==> config.mk <==
export PLATFORM = sky130hd
export DESIGN_NAME = bus_uart
export DESIGN_NICKNAME = d
export VERILOG_FILES = /design/src/rtl/bus_uart.sv
export SDC_FILE = /design/constraint.sdc
export NUM_CORES = 1
export LEC_CHECK = 0
export BUFFER_PORTS_ARGS = -buffer_cell sky130_fd_sc_hd__buf_2
export CORE_MARGIN = 4
export CORE_UTILIZATION = 60
export DETAILED_ROUTE_END_ITERATION = 7
export PLACE_DENSITY = 0.79
export SLEW_MARGIN = 5
export SYNTH_ARGS = -nofsm -noshare
export SYNTH_HDL_FRONTEND = slang
export SYNTH_SLANG_ARGS = --single-unit
==> constraint.sdc <==
create_clock -name clk -period 3.2 [get_ports clk]
set_input_delay 0 -clock clk [delete_from_list [all_inputs] [get_ports clk]]
set_output_delay 0 -clock clk [all_outputs]
set_load 0.02 [all_outputs]
==> src/rtl/bus_uart.sv <==
// bus_uart: memory-mapped UART with TX FIFO, RX buffer, programmable divisor and sticky errors.
// Define BUS_UART_RX_FIFO_EN to turn the single RX holding register into an RX_DEPTH-entry FIFO.
`timescale 1ns/1ps
module bus_uart #(
   parameter int CLK_HZ   = 25000000,
   parameter int BAUD     = 115200,
   parameter int TX_DEPTH = 16,
   parameter int RX_DEPTH = 16
) (
   input  logic        clk,
   input  logic        rst_n,
   input  logic        cs,
   input  logic [1:0]  addr,
   input  logic [3:0]  wstrb,
   input  logic [31:0] wdata,
   output logic [31:0] rdata,
   output logic        ready,
   input  logic        rxd,
   output logic        txd
);

   localparam logic [15:0] DIV_RST = 16'(CLK_HZ / BAUD);
   localparam int TAW = $clog2(TX_DEPTH);

   typedef enum logic [1:0] {TX_IDLE, TX_START, TX_DATA, TX_STOP} tx_state_t;
   typedef enum logic [1:0] {RX_IDLE, RX_START, RX_DATA, RX_STOP} rx_state_t;

   // Handshake: cs is held until ready; ready pulses for exactly one cycle per access and the
   // access (push, pop, register write, rdata capture) happens on the edge that raises ready.
   logic acc, wr, rd;
   assign acc = cs && !ready;
   assign wr  = acc && (wstrb != 4'b0000);
   assign rd  = acc && (wstrb == 4'b0000);

   logic [15:0] div_q, div_new;
   logic        frame_err, rx_overrun;
   logic        rx_valid, rx_bfull, rx_pop, rx_push, rx_done, rx_ferr;
   logic [7:0]  rx_head;
   logic        unused_bits;
   assign unused_bits = ^wdata[31:16];

   // ---------------- TX FIFO ----------------
   logic [7:0]   tx_mem [TX_DEPTH];
   logic [TAW:0] tx_wp, tx_rp;
   logic         tx_empty, tx_full, tx_push, tx_pop, tx_load, tx_idle;
   logic [7:0]   tx_head;

   assign tx_empty = (tx_wp == tx_rp);
   assign tx_full  = (tx_wp[TAW] != tx_rp[TAW]) && (tx_wp[TAW-1:0] == tx_rp[TAW-1:0]);
   assign tx_head  = tx_mem[tx_rp[TAW-1:0]];
   assign tx_push  = wr && (addr == 2'd0) && wstrb[0] && !tx_full;

   always_ff @(posedge clk) begin
      if (tx_push) tx_mem[tx_wp[TAW-1:0]] <= wdata[7:0];
   end

   always_ff @(posedge clk or negedge rst_n) begin
      if (!rst_n) begin
         tx_wp <= '0;
         tx_rp <= '0;
      end else begin
         if (tx_push) tx_wp <= tx_wp + 1'b1;
         if (tx_pop)  tx_rp <= tx_rp + 1'b1;
      end
   end

   // ---------------- TX FSM ----------------
   tx_state_t   tx_state, tx_state_d;
   logic [15:0] tx_cnt, tx_cnt_d, tx_div, tx_div_d;
   logic [7:0]  tx_sh, tx_sh_d;
   logic [2:0]  tx_bit, tx_bit_d;
   logic        txd_d;

   always_ff @(posedge clk or negedge rst_n) begin
      if (!rst_n) begin
         tx_state <= TX_IDLE;
         tx_cnt   <= '0;
         tx_div   <= DIV_RST;
         tx_sh    <= '0;
         tx_bit   <= '0;
         txd      <= 1'b1;
      end else begin
         tx_state <= tx_state_d;
         tx_cnt   <= tx_cnt_d;
         tx_div   <= tx_div_d;
         tx_sh    <= tx_sh_d;
         tx_bit   <= tx_bit_d;
         txd      <= txd_d;
      end
   end

   always_comb begin
      tx_state_d = tx_state;
      tx_cnt_d   = tx_cnt;
      tx_div_d   = tx_div;
      tx_sh_d    = tx_sh;
      tx_bit_d   = tx_bit;
      txd_d      = txd;
      tx_pop     = 1'b0;
      tx_load    = 1'b0;
      case (tx_state)
         TX_IDLE: tx_load = !tx_empty;
         TX_START: begin
            if (tx_cnt == 16'd0) begin
               tx_state_d = TX_DATA;
               tx_cnt_d   = tx_div - 16'd1;
               tx_bit_d   = 3'd0;
               txd_d      = tx_sh[0];
            end else begin
               tx_cnt_d = tx_cnt - 16'd1;
            end
         end
         TX_DATA: begin
            if (tx_cnt == 16'd0) begin
               tx_cnt_d = tx_div - 16'd1;
               if (tx_bit == 3'd7) begin
                  tx_state_d = TX_STOP;
                  txd_d      = 1'b1;
               end else begin
                  tx_bit_d = tx_bit + 3'd1;
                  tx_sh_d  = {1'b0, tx_sh[7:1]};
                  txd_d    = tx_sh[1];
               end
            end else begin
               tx_cnt_d = tx_cnt - 16'd1;
            end
         end
         TX_STOP: begin
            if (tx_cnt == 16'd0) begin
               if (tx_empty) tx_state_d = TX_IDLE;
               else          tx_load    = 1'b1;
            end else begin
               tx_cnt_d = tx_cnt - 16'd1;
            end
         end
         default: tx_state_d = TX_IDLE;
      endcase
      // Loading straight from STOP gives back-to-back frames with no idle gap.
      if (tx_load) begin
         tx_pop     = 1'b1;
         tx_state_d = TX_START;
         tx_div_d   = div_q;
         tx_cnt_d   = div_q - 16'd1;
         tx_sh_d    = tx_head;
         txd_d      = 1'b0;
      end
   end

   assign tx_idle = tx_empty && (tx_state == TX_IDLE);

   // ---------------- RX synchronizer and FSM ----------------
   logic        rx_s1, rx_s2, rx_d;
   rx_state_t   rx_state, rx_state_d;
   logic [15:0] rx_cnt, rx_cnt_d, rx_div, rx_div_d;
   logic [7:0]  rx_sh, rx_sh_d;
   logic [2:0]  rx_bit, rx_bit_d;

   always_ff @(posedge clk or negedge rst_n) begin
      if (!rst_n) begin
         rx_s1    <= 1'b1;
         rx_s2    <= 1'b1;
         rx_d     <= 1'b1;
         rx_state <= RX_IDLE;
         rx_cnt   <= '0;
         rx_div   <= DIV_RST;
         rx_sh    <= '0;
         rx_bit   <= '0;
      end else begin
         rx_s1    <= rxd;
         rx_s2    <= rx_s1;
         rx_d     <= rx_s2;
         rx_state <= rx_state_d;
         rx_cnt   <= rx_cnt_d;
         rx_div   <= rx_div_d;
         rx_sh    <= rx_sh_d;
         rx_bit   <= rx_bit_d;
      end
   end

   always_comb begin
      rx_state_d = rx_state;
      rx_cnt_d   = rx_cnt;
      rx_div_d   = rx_div;
      rx_sh_d    = rx_sh;
      rx_bit_d   = rx_bit;
      rx_done    = 1'b0;
      rx_ferr    = 1'b0;
      case (rx_state)
         RX_IDLE: begin
            if (rx_d && !rx_s2) begin
               rx_state_d = RX_START;
               rx_div_d   = div_q;
               rx_cnt_d   = (div_q >> 1) - 16'd1;
            end
         end
         RX_START: begin
            if (rx_cnt == 16'd0) begin
               // A line already high again at mid-start was a glitch.
               rx_state_d = rx_s2 ? RX_IDLE : RX_DATA;
               rx_cnt_d   = rx_div - 16'd1;
               rx_bit_d   = 3'd0;
            end else begin
               rx_cnt_d = rx_cnt - 16'd1;
            end
         end
         RX_DATA: begin
            if (rx_cnt == 16'd0) begin
               rx_sh_d  = {rx_s2, rx_sh[7:1]};
               rx_cnt_d = rx_div - 16'd1;
               rx_bit_d = rx_bit + 3'd1;
               if (rx_bit == 3'd7) rx_state_d = RX_STOP;
            end else begin
               rx_cnt_d = rx_cnt - 16'd1;
            end
         end
         RX_STOP: begin
            if (rx_cnt == 16'd0) begin
               rx_state_d = RX_IDLE;
               rx_done    = rx_s2;
               rx_ferr    = !rx_s2;
            end else begin
               rx_cnt_d = rx_cnt - 16'd1;
            end
         end
         default: rx_state_d = RX_IDLE;
      endcase
   end

   // ---------------- RX buffer ----------------
   assign rx_pop  = rd && (addr == 2'd0) && rx_valid;
   assign rx_push = rx_done && (!rx_bfull || rx_pop);

`ifdef BUS_UART_RX_FIFO_EN
   localparam int RAW = $clog2(RX_DEPTH);
   logic [7:0]   rx_mem [RX_DEPTH];
   logic [RAW:0] rx_wp, rx_rp;

   assign rx_valid = (rx_wp != rx_rp);
   assign rx_bfull = (rx_wp[RAW] != rx_rp[RAW]) && (rx_wp[RAW-1:0] == rx_rp[RAW-1:0]);
   assign rx_head  = rx_mem[rx_rp[RAW-1:0]];

   always_ff @(posedge clk) begin
      if (rx_push) rx_mem[rx_wp[RAW-1:0]] <= rx_sh;
   end

   always_ff @(posedge clk or negedge rst_n) begin
      if (!rst_n) begin
         rx_wp <= '0;
         rx_rp <= '0;
      end else begin
         if (rx_push) rx_wp <= rx_wp + 1'b1;
         if (rx_pop)  rx_rp <= rx_rp + 1'b1;
      end
   end
`else
   logic [7:0]  rx_hold;
   logic        rx_hv;
   logic [31:0] unused_rx_depth;
   assign unused_rx_depth = RX_DEPTH;
   assign rx_valid = rx_hv;
   assign rx_bfull = rx_hv;
   assign rx_head  = rx_hold;

   always_ff @(posedge clk or negedge rst_n) begin
      if (!rst_n) begin
         rx_hold <= '0;
         rx_hv   <= 1'b0;
      end else if (rx_push) begin
         rx_hold <= rx_sh;
         rx_hv   <= 1'b1;
      end else if (rx_pop) begin
         rx_hv   <= 1'b0;
      end
   end
`endif

   // ---------------- registers and bus ----------------
   always_comb begin
      div_new = {wstrb[1] ? wdata[15:8] : div_q[15:8], wstrb[0] ? wdata[7:0] : div_q[7:0]};
      if (div_new < 16'd4) div_new = 16'd4;
   end

   always_ff @(posedge clk or negedge rst_n) begin
      if (!rst_n) begin
         ready      <= 1'b0;
         rdata      <= '0;
         div_q      <= DIV_RST;
         frame_err  <= 1'b0;
         rx_overrun <= 1'b0;
      end else begin
         ready <= cs && !ready;
         if (wr && (addr == 2'd2)) div_q <= div_new;
         // Setting beats clearing when both land in the same cycle.
         if (rx_done && rx_bfull && !rx_pop)                 rx_overrun <= 1'b1;
         else if (wr && (addr == 2'd1) && wstrb[0] && wdata[3]) rx_overrun <= 1'b0;
         if (rx_ferr)                                        frame_err <= 1'b1;
         else if (wr && (addr == 2'd1) && wstrb[0] && wdata[4]) frame_err <= 1'b0;
         if (rd) begin
            case (addr)
               2'd0:    rdata <= rx_valid ? {23'b0, 1'b1, rx_head} : 32'd0;
               2'd1:    rdata <= {27'b0, frame_err, rx_overrun, rx_valid, tx_idle, tx_full};
               2'd2:    rdata <= {16'b0, div_q};
               default: rdata <= 32'd0;
            endcase
         end else if (acc) begin
            rdata <= 32'd0;
         end
      end
   end

endmodule
== After elaboration in Yosys (flattened, before gate mapping) ==
Memory sizes are Yosys's and may differ from the RTL's.
Cells that the tools add are included.

* Flip-flop bits (word level): 164
* RAM bits: 128
* Input port bits: 42
* Memories kept: 1

* Add/sub/neg operators: 10
* Magnitude comparators: 1
* Equality and inequality tests: 29
* Multiplexer cells: 61
* Reduce and logical (&&, ||, !) cells: 56

{| class="wikitable"
|+ Memory list
! memory !! depth !! bits a word !! rd ports !! clocked after Yosys merged registers in !! write ports !! line !! source
|-
| tx_mem || 16 || 8 || 1 || 0 || 1 || 43 || <nowiki>logic [7:0] tx_mem [TX_DEPTH];</nowiki>
|}

{| class="wikitable"
|+ Operators by type and width
! kind !! number
|-
| $mux W16 || 7
|-
| $pmux W16 S3 || 2
|-
| $sub A16 B1 Y16 const B || 5
|-
| $mux W32 || 2
|-
| $mux W8 || 6
|-
| $logic_not A16 Y1 || 2
|-
| $pmux W16 S2 || 1
|-
| $mux W2 || 12
|-
| $ne A2 B2 Y1 const B || 10
|-
| $logic_and A1 B1 Y1 || 19
|-
| $mux W1 || 19
|-
| $ne A3 B3 Y1 const B || 6
|-
| $lt A16 B3 Y1 const B || 1
|-
| $reduce_bool A2 Y1 || 8
|-
| $sub A15 B1 Y16 const B || 1
|-
| $mux W3 || 5
|-
| $pmux W3 S2 || 2
|-
| $add A5 B1 Y5 const B || 2
|-
| $eq A2 B2 Y1 const B || 5
|-
| $mux W9 || 1
|-
| $reduce_and A3 Y1 || 3
|-
| $pmux W2 S4 || 1
|-
| $reduce_and A2 Y1 || 4
|-
| $reduce_bool A4 Y1 || 2
|-
| other kinds (17) || 31
|}

== Longest topological paths before layout ==
Gate-level depths: netlist of run 1.

* Depth in word-level cells: 8
* Depth in mapped cells: 11
* Mapped depth without buffers: 8

== Least setup slack after synthesis of run 1 ==
OpenSTA, ideal clock, no wires.

* Path kind: register to register
* Start: register ready
* End: memory tx_mem[3][0] (enable)
* Setup time: 0.383 ns
* Arrival: 2.194 ns
* Data required time: 2.817 ns
* Slack: 0.623 ns
* Cell stages (with the launch flop): 8
* Path buffers: 1
* Clock period less this slack: 2.577 ns
* Path through: dfrtp_1 nand2b_1 clkbuf_1 inv_1 nand3_1 a21oi_1 nand2_1 nor3_1

* Cells in the longest elaborated chain, start to end: 8

{| class="wikitable"
|+ Ends and longest elaborated chain
! element !! line !! source
|-
| start: declaration || 17 || <nowiki>output logic ready,</nowiki>
|-
| start signal: assignment || 291 || <nowiki>ready <= cs && !ready;</nowiki>
|-
| $logic_not A1 Y1 || 31 || <nowiki>assign acc = cs && !ready;</nowiki>
|-
| $logic_and A1 B1 Y1 || 31 ||
|-
| via acc || 30 || <nowiki>logic acc, wr, rd;</nowiki>
|-
| $logic_and A1 B1 Y1 || 32 || <nowiki>assign wr = acc && (wstrb != 4'b0000);</nowiki>
|-
| $logic_and A1 B1 Y1 (3 in series) || 51 || <nowiki>assign tx_push = wr && (addr == 2'd0) && wstrb[0] && !tx_full;</nowiki>
|-
| $mux W1 || 54 || <nowiki>if (tx_push) tx_mem[tx_wp[TAW-1:0]] <= wdata[7:0];</nowiki>
|-
| $mux W1 (not written as such) || 54 ||
|-
| end: declaration || 43 ||
|}

The timed path passes the listed nets, and every way through them passes these cells.

== Worst setup path after layout of run 1 ==
* Start: register tx_cnt[0]
* End: register tx_cnt[3]

* Cells in the longest elaborated chain, start to end: 5
* Elaborated cells on any way between the ends: 11

{| class="wikitable"
|+ Ends and longest elaborated chain
! element !! line !! source
|-
| start: declaration || 69 || <nowiki>logic [15:0] tx_cnt, tx_cnt_d, tx_div, tx_div_d;</nowiki>
|-
| start signal: assignment || 84 || <nowiki>tx_cnt <= tx_cnt_d;</nowiki>
|-
| branches (longest 5 deep; another with $sub A16 B1 Y16) || - ||
|}

Parallel ways; which one is timed is not known. The select of a mux whose other input is x is not followed.
A chain may end at the register's enable or synchronous reset.

==> results.toml, run 1 <==
[outcome]
status = "finished clean"

[worst_setup_path]
arrival_ns = 3.30
path_class = "reg2reg"
start_kind = "flip-flop"
cp_max_fo = 20
endpoint_kind = "flip-flop"
r2r_start = "tx_cnt[0]"
worstPathRequired_ns = 3.66
crit_start = "tx_cnt[0]"

[routing]
vias = 9573
viasPerCell = 6.34
firstDrtPassIters = 6
wl_per_cell_um = 22.4
drt_iter0_markers = 981
drc_errors = 0
routed_wl_mm = 33.8
ant_nets = 0

[die]
die_h_um = 159
rows = 55
start_util_pct = 60.8
fp.dieW_um = 159
die_area_um2 = 25300
coreArea_um2 = 22600
ios = 76

[power_and_ir_drop]
p_sw_w = 0.00435
power-per-cell-area_nw_per_um2 = 814
vdd_ir_drop_max_v = 0.000637
finalPower_w = 0.0126
switching_share_pct = 34.5
seqPwrFrac_pct = 40.3
pwr-share-comb_pct = 31.1
internal-power_w = 0.00827
leakage_nw = 6.22
clkPwrFrac_pct = 28.7

[clock_tree]
clockBufferDepth = 3
numClockSinks = 276
cts_buffers = 29
cts-resized-gates = 0
tritoncts = "built"
clkLatencyLatePin_ns = 0.56
clock-root-buffer = "clkbuf_16"
htree_num_levels = 1
clk_pin_slew_ns = 0.06

[timing]
fin_ws_ns = 0.367
tns_ns = 0
fin_crit_ns = 2.83
worst_pin_slew_ns = 0.960
report.final.slew_viol_count = 0
fin_crit_sh_pct = 88.5
final-hold-violation-count = 0
fmax_ghz = 0.353
fin_worst_skew_ns = 0.0131
max_slew_margin_pct = 36.0
setup_violations = 0
fin_worst_hold_slack_ns = 0.0481
rsz0062_at_grt = "false"

[final_layout]
layout-drive-gt1-share_pct = 20.2
syn2layout_area_growth_pct = 13.1
fin_nets = 1271

[logic_synthesis]
syn_area_per_cell_um2 = 12.2
yosysTopAreaCellShare_pct = 28.0
async_flop_share_pct = 53.6
ys_ff_latch = 276
synthTopCellsByArea = "edfxtp_1, dfrtp_1, mux4_2"
synth_top_area_cell = "edfxtp_1"
yosysWarnings = 0
synth_edf_count = 128
synth_cell_type_count = 78
synth_seq_area_share_pct = 55.2
syn-cell-area_um2 = 13700
synthFlopType = "dfrtp_1"
synthCells = 1122

[global_route]
gr-max-usage-layer = "met2"
grt_use_met3_pct = 3.03
grt_pass1_vias = 9587
overflow = 0
grt_max_degree = 98
grt_use_met2_pct = 46.1
grt_pass1_wl_mm = 54.4
antenna_found_initial = 1
grt_use_total_pct = 26.6
grtUsageMet1_pct = 36.5

[flow_run]
drv_cap = 0

[placement]
place_ws_ns = 0.437
port_buffers = 43
hpwl_mm = 21.0
gp_congestion = 0.906

[min_path]
hp-class = "in2reg"
hp-start = "wstrb[1]"
-- cell families after synthesis --
logic type               synth area share (%)
AO/OA/AOI/OAI                            8.96
buffers and inverters                    4.01
XOR/XNOR                                 5.17
AND/OR/NAND/NOR                          12.8
flip-flops                               55.2
adder cells (fa/ha/maj)                  2.37
multiplexers                             11.5
other                                  0.0273
-- layout by cell type, fill, tap and decap left out, drive strengths merged, types with 8 or more instances in the layout --
master / count
nand2: 141
dfrtp: 129
edfxtp: 128
buf: 85
nor2: 72
o21ai: 58
xnor2: 51
mux2: 44
mux4: 40
a21oi: 37
clkbuf: 37
xor2: 30
inv: 29
ha: 26
dlygate4sd3: 25
a22o: 22
nor3: 22
nor4: 22
nand3: 21
dfstp: 19
mux2i: 18
conb: 16
or4: 12
nand4: 10
nand2b: 8
-- through the flow --
step / instance area (µm²) / utilization (%) / instances
6_report: 15500 / 68.7 / 1511
5_1_grt: 15500 / 68.7 / 1511
4_1_cts: 15500 / 68.7 / 1510
3_5_place_dp: 14200 / 63.1 / 1432
3_3_place_gp: 14200 / 63.1 / 1432
2_1_floorplan: 13800 / - / 1137
-- power by group through the flow --
| stage | combinational (W) | sequential (W) | clock [W] |
|---|---|---|---|
| 2_1_floorplan | 0.00308 | 0.00482 | 0 |
| 3_3_place_gp | 0.00369 | 0.00509 | 0 |
| 3_5_place_dp | 0.00381 | 0.00511 | 0 |
| 4_1_cts | 0.00390 | 0.00506 | 0.00364 |
| 5_1_grt | 0.00432 | 0.00516 | 0.00382 |
| 6_report | 0.00392 | 0.00508 | 0.00362 |
-- per-layer routing --
| metal | up-vias | share of wire [%] |
|---|---|---|
| met4 | 0 | 2.9 |
| met3 | 73 | 6.5 |
| met5 | - | 0 |
| met1 | 4805 | 40 |
| li1 | 4269 | - |
| met2 | 426 | 51 |
-- cell usage after synthesis, types with 26 or more instances --
cell / n
ha_1: 26
nor2_1: 72
clkbuf_1: 31
edfxtp_1: 128
a21oi_1: 36
mux2_2: 35
xnor2_1: 51
dfrtp_1: 129
nand2_1: 141
mux4_2: 40
inv_1: 27
xor2_1: 30
o21ai_0: 51
-- state kept, by name, indices dropped and copies added (netlist names), 2 cells and up, named ones only --
name / count
tx_rp: 5
tx_cnt: 16
rx_sh: 8
rx_cnt: 16
tx_bit: 3
rdata: 16
rx_bit: 3
rx_head: 8
tx_mem: 128
rx_div: 16
tx_div: 16
tx_state: 2
tx_wp: 5
tx_sh: 8
div_q: 16
-- cell type report --
class	count	area [µm²]
Antenna cell	1	2.50
Clock buffer	37	776
Clock inverter	16	250
Fill cell	1485	7060
Inverter	27	101
Multi-Input combinational cell	759	5650
Sequential cell	276	7570
Tap cell	285	357
Timing Repair Buffer	110	800
-- repair_timing --
action / 4_1_cts / 5_1_grt
endpoints found under the hold margin: 237 / 0
hold buffers: 25 / 0
buffers inserted: 0 / 0
-- worst max-delay path, stage by stage, from the launching register on --
cell and delay (ns):
dfrtp_1 0.43, inv_1 0.10, ha_1 0.24, nor3b_2 0.22, and4b_1 0.26, and3_1 0.21, o21ai_2 0.71, buf_4 0.32
nor2_1 0.08, o31ai_1 0.18
-- path summary, 6_finish.rpt --
| path | slack (ns) | to | cells after the start |
|---|---|---|---|
| hold / removal | 0.05 | div_q[1] | 5 |
| min in group asynchronous | 0.10 | tx_cnt[10] | 2 |
| hold reg to reg | 0.36 | rx_s2 | 0 |
| setup reg to reg | 0.37 | tx_cnt[3] | 9 |
| max in group asynchronous | 2.27 | div_q[4] | 3 |
| setup / recovery | 0.37 | tx_cnt[3] | 9 |
No activity file was read; power rests on OpenSTA's default activity.
==> run 2, diff against run 1 <==
--- a/config.mk
+++ b/config.mk
@@ -5,11 +5,13 @@
 export SDC_FILE = /design/constraint.sdc
 export NUM_CORES = 1
 export LEC_CHECK = 0
-export BUFFER_PORTS_ARGS = -buffer_cell sky130_fd_sc_hd__buf_2
+export ABC_AREA = 1
 export CORE_MARGIN = 4
 export CORE_UTILIZATION = 60
+export CTS_BUF_LIST = sky130_fd_sc_hd__clkbuf_8 sky130_fd_sc_hd__clkbuf_16
 export DETAILED_ROUTE_END_ITERATION = 7
-export PLACE_DENSITY = 0.79
+export DONT_BUFFER_PORTS = 1
+export PLACE_DENSITY = 0.76
 export SLEW_MARGIN = 5
 export SYNTH_ARGS = -nofsm -noshare
 export SYNTH_HDL_FRONTEND = slang
==> results.toml, run 2 <==
[outcome]
status = "finished, violations left"
failed_checks = "hold timing"

[routing]
routed_wl_mm = 36.0
viasPerCell = 5.60
firstDrtPassIters = 6
drc_errors = 0
drt_iter0_markers = 1094
wl_per_cell_um = 17.1
vias = 11800
ant_nets = 0

[logic_synthesis]
yosysWarnings = 0
synth_top_family_by_area = "simple AND/OR/NAND/NOR gates"
synth_seq_area_share_pct = 51.5
synth-xor-area-share_pct = 2.92
synth_compound_area_share_pct = 10.1
synthCells = 1747
syn_area_per_cell_um2 = 8.41
async_flop_share_pct = 53.6
ys_ff_latch = 276
synthFlopType = "dfrtp_1"
synthMuxAreaShare_pct = 0
synth_edf_count = 128
syn-cell-area_um2 = 14700
yosys.area_share.simple_pct = 26.3
synth_adder_area_share_pct = 2.21
synth_top_area_cell = "edfxtp_1"
yosysTopAreaCellShare_pct = 26.2
synthTopCellsByArea = "edfxtp_1, dfrtp_1, nand2_1"
synth_cell_type_count = 53
synth_most_common_cell = "nand2_1"
synth.top_cells.by_count = "nand2_1, nor2_1, o21ai_0"

[clock_tree]
post_cts_buffers = 0
htree_num_levels = 1
cts_buffers = 29
clockBufferDepth = 3
cts_hold_buf = 27
numClockSinks = 276
clk_pin_slew_ns = 0.06
clkLatencyLatePin_ns = 0.56
clock-root-buffer = "clkbuf_16"
tritoncts = "built"

[global_route]
grt_pass1_vias = 11300
grt_use_total_pct = 27.1
grt_max_degree = 149
antenna_found_initial = 1
overflow = 0
grt_pass1_wl_mm = 58.2

[worst_setup_path]
cp_max_fo = 20
crit_top_cell = "nand2_1"
reg2reg_depth = 9
r2r_setup_slack_ns = 0.48
crit_end = "tx_mem[8][1]"
start_kind = "flip-flop"
path_cells = "inv_1 > nand2_1 > nand2_1 > nor2_2 > nand3_1 > nand2_1 > inv_1 > nand2_1 > nor2_1"
max_stage_delay_ns = 0.70
worstPathRequired_ns = 3.38
crit_start = "tx_rp[2]"
arrival_ns = 2.90
cp_slowest_cell = "nor2_1"
path_class = "reg2reg"
r2r_start = "tx_rp[2]"
r2r-end = "tx_mem[8][1]"
endpoint_kind = "flip-flop"

[die]
start_util_pct = 60.8
coreArea_um2 = 24200
die_area_um2 = 27100
ios = 76
rows = 57
fp.dieW_um = 164
die_h_um = 164

[placement]
port_buffers = 0
gp_congestion = 0.908
dp.cells = 2027
hpwl_mm = 24.3

[timing]
fin_crit_sh_pct = 84.9
rsz0062_at_grt = "false"
tns_ns = 0
setup_violations = 0
max_slew_margin_pct = 31.7
fmax_ghz = 0.368
report.final.slew_viol_count = 0
fin_worst_skew_ns = 0.00918
final-hold-violation-count = 148
fin_worst_hold_slack_ns = -0.868
fin_crit_ns = 2.72
worst_pin_slew_ns = 1.02

[power_and_ir_drop]
power-per-cell-area_nw_per_um2 = 666
leakage_nw = 7.03
vdd_ir_drop_max_v = 0.000693

[final_layout]
antennaDiodeCount = 0
syn2layout_area_growth_pct = 9.07
layout_commonest_cell = "nand2_1"
largest_reg_flops = 128
layout-drive-gt1-share_pct = 8.18
final_cell_mix = "nand2_1, nor2_1, o21ai_0"
nFillCells = 1937
instances_no_fill = 2108
fin_nets = 1829

[min_path]
hp-class = "in2async"

[flow_run]
drv_cap = 0
run 2: cell count changes after synthesis, sizes merged, moves of 17 or more:
cell   previous run  this run
o22ai             5        23
a22o             22         2
nand2           141       488
nor3             22         5
o21ai            58       181
xnor2            51        14
mux4             40         0
mux2             44         0
nor4             22         2
nand3            21       111
inv              27       141
nor2             72       263
mux2i            18         0
run 2: what timing repair did:
action                                  in CTS  in global routing
resized for setup                            0                  0
endpoints found under the hold margin      323                148
endpoints found under the setup margin       0                  0
run 2: cells by family after synthesis:
group	after synthesis
AO/OA/AOI/OAI	271
XOR/XNOR	49
adder cells (fa/ha/maj)	26
buffers and inverters	220
flip-flops	276
other	1
AND/OR/NAND/NOR	904
run 2: cell type report:
type | instances | area (µm²) | share of cell area, %
clock inverters | 20 | 135 | 0.843
repair buffers | 44 | 398 | 2.48
inverters | 144 | 543 | 3.39
clock buffers | 34 | 806 | 5.03
multi-input cells | 1266 | 6170 | 38.5
flip-flops and latches | 276 | 7570 | 47.2
well taps | 324 | 405 | 2.53
run 2: power by group:
part           switching [W]  internal (W)
combinational        0.00188      0.000946
sequential          0.000456       0.00413
clock                0.00139       0.00187
total                0.00372       0.00696
run 2: critical path, delay by kind of cell, from the launching register on:
| family | cells | cell delay, ns |
|---|---|---|
| simple gates | 7 | 1.32 |
| flops | 1 | 0.61 |
| buf+inv | 2 | 0.40 |
run 2: worst min-delay path by stage:
stage	cells past startpoint	slack, ns	endpoint	startpoint
detailed placement	0	-0.29	tx_bit[1]	rst_n
CTS	0	-0.88	tx_cnt[15]	rst_n
floorplan	0	-0.30	async pin	rst_n
global route	0	-0.89	tx_sh[1]	rst_n
finish	0	-0.87	tx_cnt[15]	rst_n
global placement	0	-0.29	tx_bit[0]	rst_n
run 2: stage by stage:
step / hold WS (ns) / setup WS (ns) / cell area [µm²] / util (%) / total power (W)
after global placement: -0.290 / 0.607 / 14800 / 61.3 / 0.00727
final: -0.868 / 0.482 / 16000 / 66.3 / 0.0107
after floorplan: -0.296 / 1.30 / 14800 / - / 0.00667
after CTS: -0.883 / 0.522 / 16000 / 66.3 / 0.0107
after detailed placement: -0.290 / 0.544 / 14800 / 61.3 / 0.00735
after global routing: -0.885 / 0.326 / 16000 / 66.3 / 0.0113
run 2: routing by layer:
layer	share of wire (%)	up-vias	global-route usage, %	routed length (µm)
li1	-	5742	-	-
met1	43	5543	39.0	15400
met2	46	456	43.3	16700
met3	8.7	70	4.54	3140
met4	2.2	0	7.03	804
met5	0	-	0	0
